==> config.mk <==
export PLATFORM = sky130hd
export DESIGN_NAME = seven_segment_scan_driver
export DESIGN_NICKNAME = d
export VERILOG_FILES = /design/src/rtl/seven_segment_scan_driver_pkg.sv /design/src/rtl/seven_segment_scan_driver_zero_blanker.sv /design/src/rtl/seven_segment_scan_driver.sv
export SDC_FILE = /design/constraint.sdc
export NUM_CORES = 1
export LEC_CHECK = 0
export ABC_AREA = 1
export CAP_MARGIN = 20
export CORE_MARGIN = 5
export CORE_UTILIZATION = 57
export DETAILED_ROUTE_END_ITERATION = 16
export PLACE_DENSITY = 0.78
export SYNTH_ARGS = -nofsm -noshare
export SYNTH_HDL_FRONTEND = slang
export SYNTH_HIERARCHICAL = 1
export SYNTH_SLANG_ARGS = --single-unit
==> constraint.sdc <==
create_clock -name clock -period 2.6 [get_ports clock]
set_input_delay 0.65 -clock clock [delete_from_list [all_inputs] [get_ports clock]]
set_output_delay 0.65 -clock clock [all_outputs]
set_load 0.05 [all_outputs]
==> src/rtl/seven_segment_scan_driver_pkg.sv <==
// ---------------------------------------------------------------------------
// seven_segment_scan_driver_pkg
// Shared constants and types for the multiplexed 7-segment scan driver.
//   SEG_BLANK / SEG_ZERO / SEG_MINUS : active-low patterns (bit0=a .. bit6=g)
//   DIGIT_COUNT                      : digits on the display
//   digits_t                         : four packed patterns, [0] = ones digit
//   slot_state_e                     : per-slot scan phase
// ---------------------------------------------------------------------------
package seven_segment_scan_driver_pkg;

  localparam logic [6:0] SEG_BLANK   = 7'h7F;
  localparam logic [6:0] SEG_ZERO    = 7'h40;
  localparam logic [6:0] SEG_MINUS   = 7'h3F;
  localparam int         DIGIT_COUNT = 4;

  typedef logic [6:0] seg_t;
  typedef seg_t [DIGIT_COUNT-1:0] digits_t;

  typedef enum logic {
    ST_DEAD = 1'b0,
    ST_ON   = 1'b1
  } slot_state_e;

  // Active-low one-cold anode enable for the given digit index.
  function automatic logic [3:0] anode_enable(input logic [1:0] idx);
    return ~(4'b0001 << idx);
  endfunction

endpackage

==> src/rtl/seven_segment_scan_driver_zero_blanker.sv <==
// ---------------------------------------------------------------------------
// seven_segment_zero_blanker
// Leading-zero suppression on a set of four digit patterns (combinational).
//   en_i      : enable suppression
//   digits_i  : raw patterns, [3]=sign/blank, [2], [1], [0]=ones
//   digits_o  : patterns with leading zeros replaced by SEG_BLANK
// The sign position and the ones digit are never touched, so a value of
// zero still shows a single '0'.
// ---------------------------------------------------------------------------
module seven_segment_zero_blanker
  import seven_segment_scan_driver_pkg::*;
(
  input  logic    en_i,
  input  digits_t digits_i,
  output digits_t digits_o
);

  logic blank2;
  logic blank1;

  assign blank2 = en_i && (digits_i[2] == SEG_ZERO);
  // Digit 1 may only be suppressed when the zero to its left was.
  assign blank1 = blank2 && (digits_i[1] == SEG_ZERO);

  always_comb begin
    digits_o = digits_i;
    if (blank2) digits_o[2] = SEG_BLANK;
    if (blank1) digits_o[1] = SEG_BLANK;
  end

endmodule

==> src/rtl/seven_segment_scan_driver.sv <==
// ---------------------------------------------------------------------------
// seven_segment_scan_driver
// Scans a 4-digit common-anode display one digit per slot, with dead time
// at the start of every slot, PWM dimming and double-buffered patterns.
//   clock               : system clock, rising edge
//   resetn              : asynchronous active-low reset
//   seg1_in..seg4_in    : active-low patterns, seg1 = ones, seg4 = sign
//   update              : one-cycle strobe, captures seg*_in into the shadow
//   blank_leading_zeros : leading-zero suppression enable (sampled per frame)
//   brightness          : PWM level, 0 dimmest .. 15 full (sampled per frame)
//   seg_out             : active-low segment drive, registered
//   digit_an            : active-low anode enables, bit i = digit i
//   frame_done          : high for the last cycle of digit 3's slot
//
// state   | meaning
// --------+-----------------------------------------------------------
// ST_DEAD | slot counter < DEAD_CYCLES, all anodes off
// ST_ON   | remainder of the slot, digit driven while pwm <= brightness
// ---------------------------------------------------------------------------
module seven_segment_scan_driver
  import seven_segment_scan_driver_pkg::*;
#(
  parameter int DIGIT_CYCLES = 50000,
  parameter int DEAD_CYCLES  = 500
) (
  input  logic       clock,
  input  logic       resetn,
  input  logic [6:0] seg1_in,
  input  logic [6:0] seg2_in,
  input  logic [6:0] seg3_in,
  input  logic [6:0] seg4_in,
  input  logic       update,
  input  logic       blank_leading_zeros,
  input  logic [3:0] brightness,
  output logic [6:0] seg_out,
  output logic [3:0] digit_an,
  output logic       frame_done
);

  localparam int             CW       = (DIGIT_CYCLES > 1) ? $clog2(DIGIT_CYCLES) : 1;
  localparam logic [CW-1:0]  CNT_LAST = CW'(DIGIT_CYCLES - 1);
  localparam logic [CW-1:0]  CNT_DEAD = CW'(DEAD_CYCLES);
  // With zero dead time the slot opens directly in ST_ON.
  localparam slot_state_e    ST_RST   = (DEAD_CYCLES > 0) ? ST_DEAD : ST_ON;

  logic [CW-1:0] cnt_q, cnt_d;
  logic [1:0]    idx_q, idx_d;
  logic [3:0]    pwm_q, pwm_d;
  slot_state_e   state_q, state_d;
  digits_t       shadow_q, shadow_d;
  digits_t       active_q, active_d;
  logic          pending_q, pending_d;
  logic [3:0]    bright_q, bright_d;
  logic          blank_q, blank_d;
  logic [6:0]    seg_out_q, seg_out_d;
  logic [3:0]    digit_an_q, digit_an_d;
  logic          frame_done_q, frame_done_d;

  digits_t seg_in;
  digits_t xfer_src;
  digits_t xfer_blanked;
  logic    slot_wrap;
  logic    boundary;
  logic    drive_on;

  assign seg_in    = {seg4_in, seg3_in, seg2_in, seg1_in};
  assign slot_wrap = (cnt_q == CNT_LAST);
  assign boundary  = slot_wrap && (idx_q == 2'd3);

  // An update landing exactly on the boundary bypasses the shadow so it is
  // not lost to the pending clear on the same edge.
  assign xfer_src  = update ? seg_in : shadow_q;

  seven_segment_zero_blanker u_blanker (
    .en_i     (blank_d),
    .digits_i (xfer_src),
    .digits_o (xfer_blanked)
  );

  always_comb begin
    cnt_d   = slot_wrap ? '0 : cnt_q + CW'(1);
    idx_d   = slot_wrap ? idx_q + 2'd1 : idx_q;
    state_d = (cnt_d < CNT_DEAD) ? ST_DEAD : ST_ON;
    // pwm reads 0 on the first ON cycle of every slot; its value during
    // dead time is irrelevant.
    pwm_d   = (cnt_d == CNT_DEAD) ? 4'd0 : pwm_q + 4'd1;

    bright_d = boundary ? brightness : bright_q;
    blank_d  = boundary ? blank_leading_zeros : blank_q;

    shadow_d  = update ? seg_in : shadow_q;
    pending_d = boundary ? 1'b0 : (pending_q | update);
    active_d  = (boundary && (update || pending_q)) ? xfer_blanked : active_q;

    frame_done_d = (idx_d == 2'd3) && (cnt_d == CNT_LAST);

    drive_on   = (state_q == ST_ON) && (pwm_q <= bright_q);
    seg_out_d  = drive_on ? active_q[idx_q] : SEG_BLANK;
    digit_an_d = drive_on ? anode_enable(idx_q) : 4'hF;
  end

  always_ff @(posedge clock or negedge resetn) begin
    if (!resetn) begin
      cnt_q        <= '0;
      idx_q        <= 2'd0;
      pwm_q        <= 4'd0;
      state_q      <= ST_RST;
      shadow_q     <= {DIGIT_COUNT{SEG_BLANK}};
      active_q     <= {DIGIT_COUNT{SEG_BLANK}};
      pending_q    <= 1'b0;
      bright_q     <= 4'hF;
      blank_q      <= 1'b0;
      seg_out_q    <= SEG_BLANK;
      digit_an_q   <= 4'hF;
      frame_done_q <= 1'b0;
    end else begin
      cnt_q        <= cnt_d;
      idx_q        <= idx_d;
      pwm_q        <= pwm_d;
      state_q      <= state_d;
      shadow_q     <= shadow_d;
      active_q     <= active_d;
      pending_q    <= pending_d;
      bright_q     <= bright_d;
      blank_q      <= blank_d;
      seg_out_q    <= seg_out_d;
      digit_an_q   <= digit_an_d;
      frame_done_q <= frame_done_d;
    end
  end

  assign seg_out    = seg_out_q;
  assign digit_an   = digit_an_q;
  assign frame_done = frame_done_q;

endmodule

==> load_flow_metrics.sql, run 1 <==
INSERT INTO impl_metrics (metric_group, metric, value, unit) VALUES
('routing', 'drt_pre_antenna_iters', '5', ''),
('floorplanning', 'placeableCoreArea', '0.00826', 'mm^2'),
('clock_network', 'post-cts-setup-buffers', '0', ''),
('clock_network', 'cts_repair_resize_count', '0', ''),
('synth', 'synthCells', '599', ''),
('setup_path', 'critical-path-slowest-cell', 'sky130_fd_sc_hd__clkdlybuf4s50_1', ''),
('synth', 'synth_adder_area_share', '2.84', '%'),
('synth', 'simple_logic_cell_fraction_of_the_synthesized_area', '30.7', '%'),
('setup_path', 'critPathMaxStageDelay', '0.81', 'ns'),
('setup_path', 'reg2regPathDepth', '17', ''),
('routing', 'antenna_left', '0', ''),
('finish', 'post_route_cells_drive_above_1_share', '19.1', '%'),
('run_status', 'status', 'finished, final reports clean', ''),
('clock_network', 'cts_tree', 'done', ''),
('routing', 'detail_route.wl_per_cell', '13.8', 'um'),
('grt', 'grt_max_degree', '52', ''),
('floorplanning', 'initial_core_util', '58.6', '%'),
('synth', 'synthMuxAreaShare', '0', '%'),
('timing', 'period_share', '90.2', '%'),
('timing', 'clock_period_minus_final_worst_setup_slack', '2.34', 'ns'),
('floorplanning', 'placement_rows', '33', ''),
('synth', 'synth_top_family_by_area', 'simple AND/OR/NAND/NOR gates', ''),
('synth', 'syn_avg_cell_area', '8.08', 'um^2'),
('timing', 'final_max_slew_viol_count', '0', ''),
('setup_path', 'crit_type', 'flip-flop to primary output', ''),
('clock_network', 'cts.path.max_buffers', '2', ''),
('floorplanning', 'die_y', '102', 'um'),
('setup_path', 'path_cells', 'clkdlybuf4s50_1', ''),
('grt', 'number_of_global_route_vias_before_repair', '3736', ''),
('routing', 'avgViaCountPerCell', '5.20', ''),
('finish', 'post_route_core_utilization', '67.1', '%'),
('synth', 'yosys_register_bits', '97', ''),
('routing', 'route.detailed.drc', '0', ''),
('grt', 'globalRouteOverflowTotal', '0', ''),
('clock_network', 'cts.sinks', '97', ''),
('placement', 'portBuffers', '47', ''),
('clock_network', 'cts.htree.levels', '3', ''),
('setup_path', 'critPathRequiredTime', '1.95', 'ns'),
('timing', 'fmaxAchievable', '427', 'MHz'),
('grt', 'antenna_found_initial', '0', ''),
('routing', 'total_via_count_in_the_routed_design', '3874', ''),
('setup_path', 'reg2reg_to', 'active_q[7]$_DFFE_PN1P_', ''),
('synth', 'synth_xor_xnor_area_share', '0.724', '%'),
('routing', 'drt-initial-drc-count', '201', ''),
('flow_run', 'maxCapViolCount', '0', ''),
('timing', 'worst_relative_slew_slack', '57.1', '%'),
('timing', 'finalHoldViolCount', '0', ''),
('finish', 'n_fill_cell', '697', ''),
('synth', 'synth_top_area_share', '38.6', '%'),
('setup_path', 'ff2ff_setup_slack', '0.26', 'ns'),
('setup_path', 'setup.worst_path.start_class', 'flip-flop', ''),
('synth', 'synth-seq-area-share', '52.0', '%'),
('placement', 'detailedPlacementHpwl', '7540', 'um'),
('finish', 'num_antenna_cells', '0', ''),
('setup_path', 'cp_data_arrival_time', '1.69', 'ns'),
('setup_path', 'critical_path.max_fanout', '1', ''),
('floorplanning', 'die_area', '0.0104', 'mm^2'),
('synth', 'mappedNetlistArea', '0.00484', 'mm^2'),
('setup_path', 'r2r_start', 'cnt_q[0]$_DFF_PN0_', ''),
('timing', 'setup_viol_count_final', '0', ''),
('finish', 'area.growth.synth_to_final', '14.6', '%'),
('routing', 'postRouteWirelength', '10300', 'um'),
('synth', 'ys.warnings.count', '6', ''),
('power_and_ir_drop', 'max-vdd-ir-drop', '296', 'uV'),
('floorplanning', 'dieWidth', '102', 'um'),
('setup_path', 'setup.worst_path.start', 'seg_out[3]$_DFF_PN1_', ''),
('power_and_ir_drop', 'power_per_cell_area', '513', 'mW/mm^2'),
('clock_network', 'cts_root_buf', 'sky130_fd_sc_hd__clkbuf_8', ''),
('floorplanning', 'design.portCount', '48', ''),
('power_and_ir_drop', 'total_leakage_power', '2.84', 'nW'),
('finish', 'multi_input_comb_area', '0.00188', 'mm^2');
==> flip-flops by register name, summed over array words and instances, names as in the netlist <==
name        flops
seg_out         7
cnt_q          16
blank_q         1
pwm_q           4
active_q       28
state_q         1
idx_q           2
frame_done      1
shadow_q       28
digit_an        4
pending_q       1
bright_q        4
==> final cells by class <==
type | instances | area share [%]
clock buffer | 9 | 2.23
clock inverter | 7 | 1.67
inverter | 65 | 4.47
multi-input combinational | 405 | 33.8
sequential | 97 | 45.4
tap | 105 | 2.37
timing repair buffer | 57 | 10.0
==> worst max-delay path by stage <==
stage	to	cells past startpoint
detailed placement	active_q[7]$_DFFE_PN1P_	12
global placement	active_q[7]$_DFFE_PN1P_	12
CTS	seg_out[3]	1
global route	active_q[8]$_DFFE_PN1P_	17
finish	seg_out[3]	1
floorplan	active_q[7]$_DFFE_PN1P_	18
==> kinds of logic after synthesis <==
family                   after synthesis
XOR/XNOR                               4
buffers and inverters                 97
AO/OA/AOI/OAI                         34
AND/OR/NAND/NOR                      356
adder cells (fa/ha/maj)               11
flip-flops                            97
==> cells in the mapped netlist <==
library cell,n
sky130_fd_sc_hd__a21boi_0,1
sky130_fd_sc_hd__a21oi_1,1
sky130_fd_sc_hd__buf_1,3
sky130_fd_sc_hd__buf_4,17
sky130_fd_sc_hd__buf_6,2
sky130_fd_sc_hd__clkbuf_1,10
sky130_fd_sc_hd__clkinv_1,1
sky130_fd_sc_hd__clkinv_2,1
sky130_fd_sc_hd__dfrtp_1,26
sky130_fd_sc_hd__dfstp_2,71
sky130_fd_sc_hd__ha_1,11
sky130_fd_sc_hd__inv_1,60
sky130_fd_sc_hd__inv_2,2
sky130_fd_sc_hd__inv_4,1
sky130_fd_sc_hd__nand2_1,231
sky130_fd_sc_hd__nand2_2,4
sky130_fd_sc_hd__nand2_4,3
sky130_fd_sc_hd__nand3_1,50
sky130_fd_sc_hd__nand3_2,2
sky130_fd_sc_hd__nand4_1,6
sky130_fd_sc_hd__nor2_1,49
sky130_fd_sc_hd__nor2_2,10
sky130_fd_sc_hd__o211ai_1,1
sky130_fd_sc_hd__o21a_1,1
sky130_fd_sc_hd__o21ai_0,18
sky130_fd_sc_hd__o21bai_1,5
sky130_fd_sc_hd__o221ai_1,7
sky130_fd_sc_hd__or2_2,1
sky130_fd_sc_hd__xor2_1,4
==> report_power, final <==
part / total (mW) / switching [mW] / leakage (nW) / internal (mW)
combinational: 0.188 / 0.107 / 1.65 / 0.0804
sequential: 1.59 / 0.00988 / 1.07 / 1.58
clock: 1.07 / 0.524 / 0.113 / 0.542
==> through the flow <==
stage	cells	worst slack (ns)	power (mW)	area, um^2
after floorplan	599	0.435	1.72	4840
after global placement	729	0.259	1.80	5330
after detailed placement	729	0.229	1.80	5330
after CTS	745	0.227	2.87	5540
after global routing	745	0.0372	2.96	5540
final	745	0.255	2.84	5540
==> layer usage <==
metal / track usage (%) / wire, um / vias to the layer above
met1: 28.3 / 4410 / 1827
li1: - / - / 1911
met3: 2.87 / 510 / 17
met4: 7.06 / 161 / 0
met5: 0 / 0 / -
met2: 35.5 / 5220 / 119
==> cells in the final DEF (no fill, tap or decap), types with 5 or more instances in the layout <==
cell type and count:
sky130_fd_sc_hd__nand2_1 231, sky130_fd_sc_hd__nand4_1 6, sky130_fd_sc_hd__o21ai_0 18, sky130_fd_sc_hd__clkdlybuf4s50_1 46, sky130_fd_sc_hd__nand3_1 50, sky130_fd_sc_hd__dfrtp_1 26, sky130_fd_sc_hd__o221ai_1 7, sky130_fd_sc_hd__nor2_1 49
sky130_fd_sc_hd__clkbuf_8 9, sky130_fd_sc_hd__nor2_2 10, sky130_fd_sc_hd__ha_1 11, sky130_fd_sc_hd__buf_4 10, sky130_fd_sc_hd__inv_1 60, sky130_fd_sc_hd__dfstp_2 71, sky130_fd_sc_hd__o21bai_1 5
No activity file was read; power rests on OpenSTA's default activity.
==> run 2: changes to the inputs <==
--- a/config.mk
+++ b/config.mk
@@ -9,8 +9,10 @@
 export CAP_MARGIN = 20
 export CORE_MARGIN = 5
 export CORE_UTILIZATION = 57
+export CTS_CLUSTER_SIZE = 12
 export DETAILED_ROUTE_END_ITERATION = 16
 export PLACE_DENSITY = 0.78
+export SLEW_MARGIN = 20
 export SYNTH_ARGS = -nofsm -noshare
 export SYNTH_HDL_FRONTEND = slang
 export SYNTH_HIERARCHICAL = 1
==> results of run 2 <==
The final DEF is identical to that of run 1; final timing and power are the same.
==> edit: new RTL, settings of run 1 <==
Put one more register stage on the output `seg_out`, cleared by the reset. The value now appears one clock later. The other outputs are not delayed to match. Comments in the files are not updated.
--- a/src/rtl/seven_segment_scan_driver.sv
+++ b/src/rtl/seven_segment_scan_driver.sv
@@ -129,7 +129,13 @@
     end
   end
 
-  assign seg_out    = seg_out_q;
+  always_ff @(posedge clock or negedge resetn) begin
+    if (!resetn) begin
+      seg_out <= '0;
+    end else begin
+      seg_out <= seg_out_q;
+    end
+  end
   assign digit_an   = digit_an_q;
   assign frame_done = frame_done_q;
 
Behaviour: not the same (a bounded check fails within 4 cycles, from zero or initial values and one cycle with resetn low).
==> edit against run 1 <==
Cell area rose by 3.7%. Synthesized cell count increased by 1.2%. Wire length up 1.8%. Setup slack improved by 0.012 ns. Fmax grew 0.50%. Synthesized area rose by 3.6%. Count of clock-buffer cells in the layout increased by 3. Power is 6.5% higher. Sequential cell count is 7 higher. Critical endpoint is now digit_an[3]. Highest routed layer unchanged.
==> edit: results (changes against run 1) <==
status:
  result_of_the_run: "completed"
power:
  power_sequential_uw: 1700  # +7%
  finalPower_uw: 3030  # +6.5%
  cell_int_power_uw: 2370  # +7.5%
  clock_power_uw: 1140  # +7%
  leak_pwr_uw: 0.00291  # +2.4%
  powerDensity_nw_per_um2: 527  # +2.7%
  worst_ir_drop_vdd_uv: 331  # +12%
clocking:
  clk_latency_ns: 0.36  # about the same
  tritoncts_buffers: 9  # unchanged
  htreeDepth: 3  # unchanged
  post_cts_resized: 0  # unchanged
  cts_setup_buffers: 0  # unchanged
grt:
  grt_first_pass_wirelength_um: 17900  # +2.9%
  vias_in_the_first_global_route: 3764  # +0.75%
  grtUsageTotal_pct: 20.1  # -0.96 points
  grt_max_degree: 48  # -7.7%
logic_synthesis:
  synth_area_leaders: "sky130_fd_sc_hd__dfstp_2 37%, sky130_fd_sc_hd__nand2_1 17%, sky130_fd_sc_hd__dfrtp_1 16%"
  synth_xor_xnor_area_share_pct: 0.699  # -0.025 points
  seq_area_frac_synth_pct: 53.7  # +1.7 points
  syn_nets: 653  # +1.1%
  synth-adder-area-share_pct: 2.75  # -0.099 points
  synthArstFlopShare_pct: 100  # unchanged
  synth-compound-area-share_pct: 4.32  # -0.16 points
  postSynthCellCount: 606  # +1.2%
  syn-cell-area_um2: 5010  # +3.6%
timing:
  worst-slew-pin-transition_ns: 0.619  # -0.0246 ns
  clock_skew_ns: 0.00732  # -0.00679 ns
hold_path:
  min-delay-path-class: "input port to async pin"
layout:
  seqCellArea_um2: 2690  # +7.0%
  numSequentialCells: 104  # +7.2%
  clock_buffers: 12  # +3
  layout.filler_cells: 692  # -0.72%
  area_share_clock_buf_inv_pct: 4.05  # +0.15 points
  antennaDiodeCount: 0  # unchanged
  count_of_plain_and_timing_repair_buffers_in_the_layout: 58  # +1.8%
  num-nets-final: 690  # +1.2%
  reg.largest.list: "active_q: 28 flops, shadow_q: 28 flops, cnt_q: 16 flops"
  final_cell_count_no_fill: 756  # +1.5%
  layout_cell_share_with_drive_strength_beyond_1_pct: 18.8  # -0.24 points
  bufAreaShareNonClock_pct: 9.80  # -0.22 points
placement:
  detailed_place.area_um2: 5510  # +3.5%
  place_worst_setup_slack_ns: 0.256  # +0.0274 ns
  globalplace.congestion: 0.845  # -6.5%
  placedCellCount: 740  # +1.5%
  place.detailed.hpwl_um: 7700  # +2.1%
detailed_routing:
  vias_per_cell: 5.13  # -1.3%
  totalWireLength_um: 10500  # +1.8%
  detailedRoute.firstIterationViolations: 262  # +30%
  detail_route.first_pass.iterations: 5  # unchanged
==> edit: routing by layer <==
layer  up-vias  global-route usage [%]  wire (µm)
met5         -                       0          0
met4         0                    4.90        133
met3        13                    4.98        490
met2       101                    32.3       5080
met1      1828                    27.6       4770
li1       1938                       -          -
==> edit: worst paths after layout <==
| check | to | slack [ns] | cells past startpoint | start |
|---|---|---|---|---|
| worst max-delay path | digit_an[3] | 0.27 | 1 | digit_an[3]$_DFF_PN1_ |
| worst min-delay path | pwm_q[1]$_DFF_PN0_ | 0.29 | 1 | resetn |
| worst max register to register | active_q[8]$_DFFE_PN1P_ | 0.33 | 11 | cnt_q[0]$_DFF_PN0_ |
| worst min register to register | seg_out[6]$_DFF_PN0_ | 0.39 | 0 | seg_out_q[6]$_DFF_PN1_ |
| max in group asynchronous | shadow_q[17]$_DFF_PN1_ | 1.52 | 2 | resetn |
| min in group clock | seg_out[6]$_DFF_PN0_ | 0.39 | 0 | seg_out_q[6]$_DFF_PN1_ |
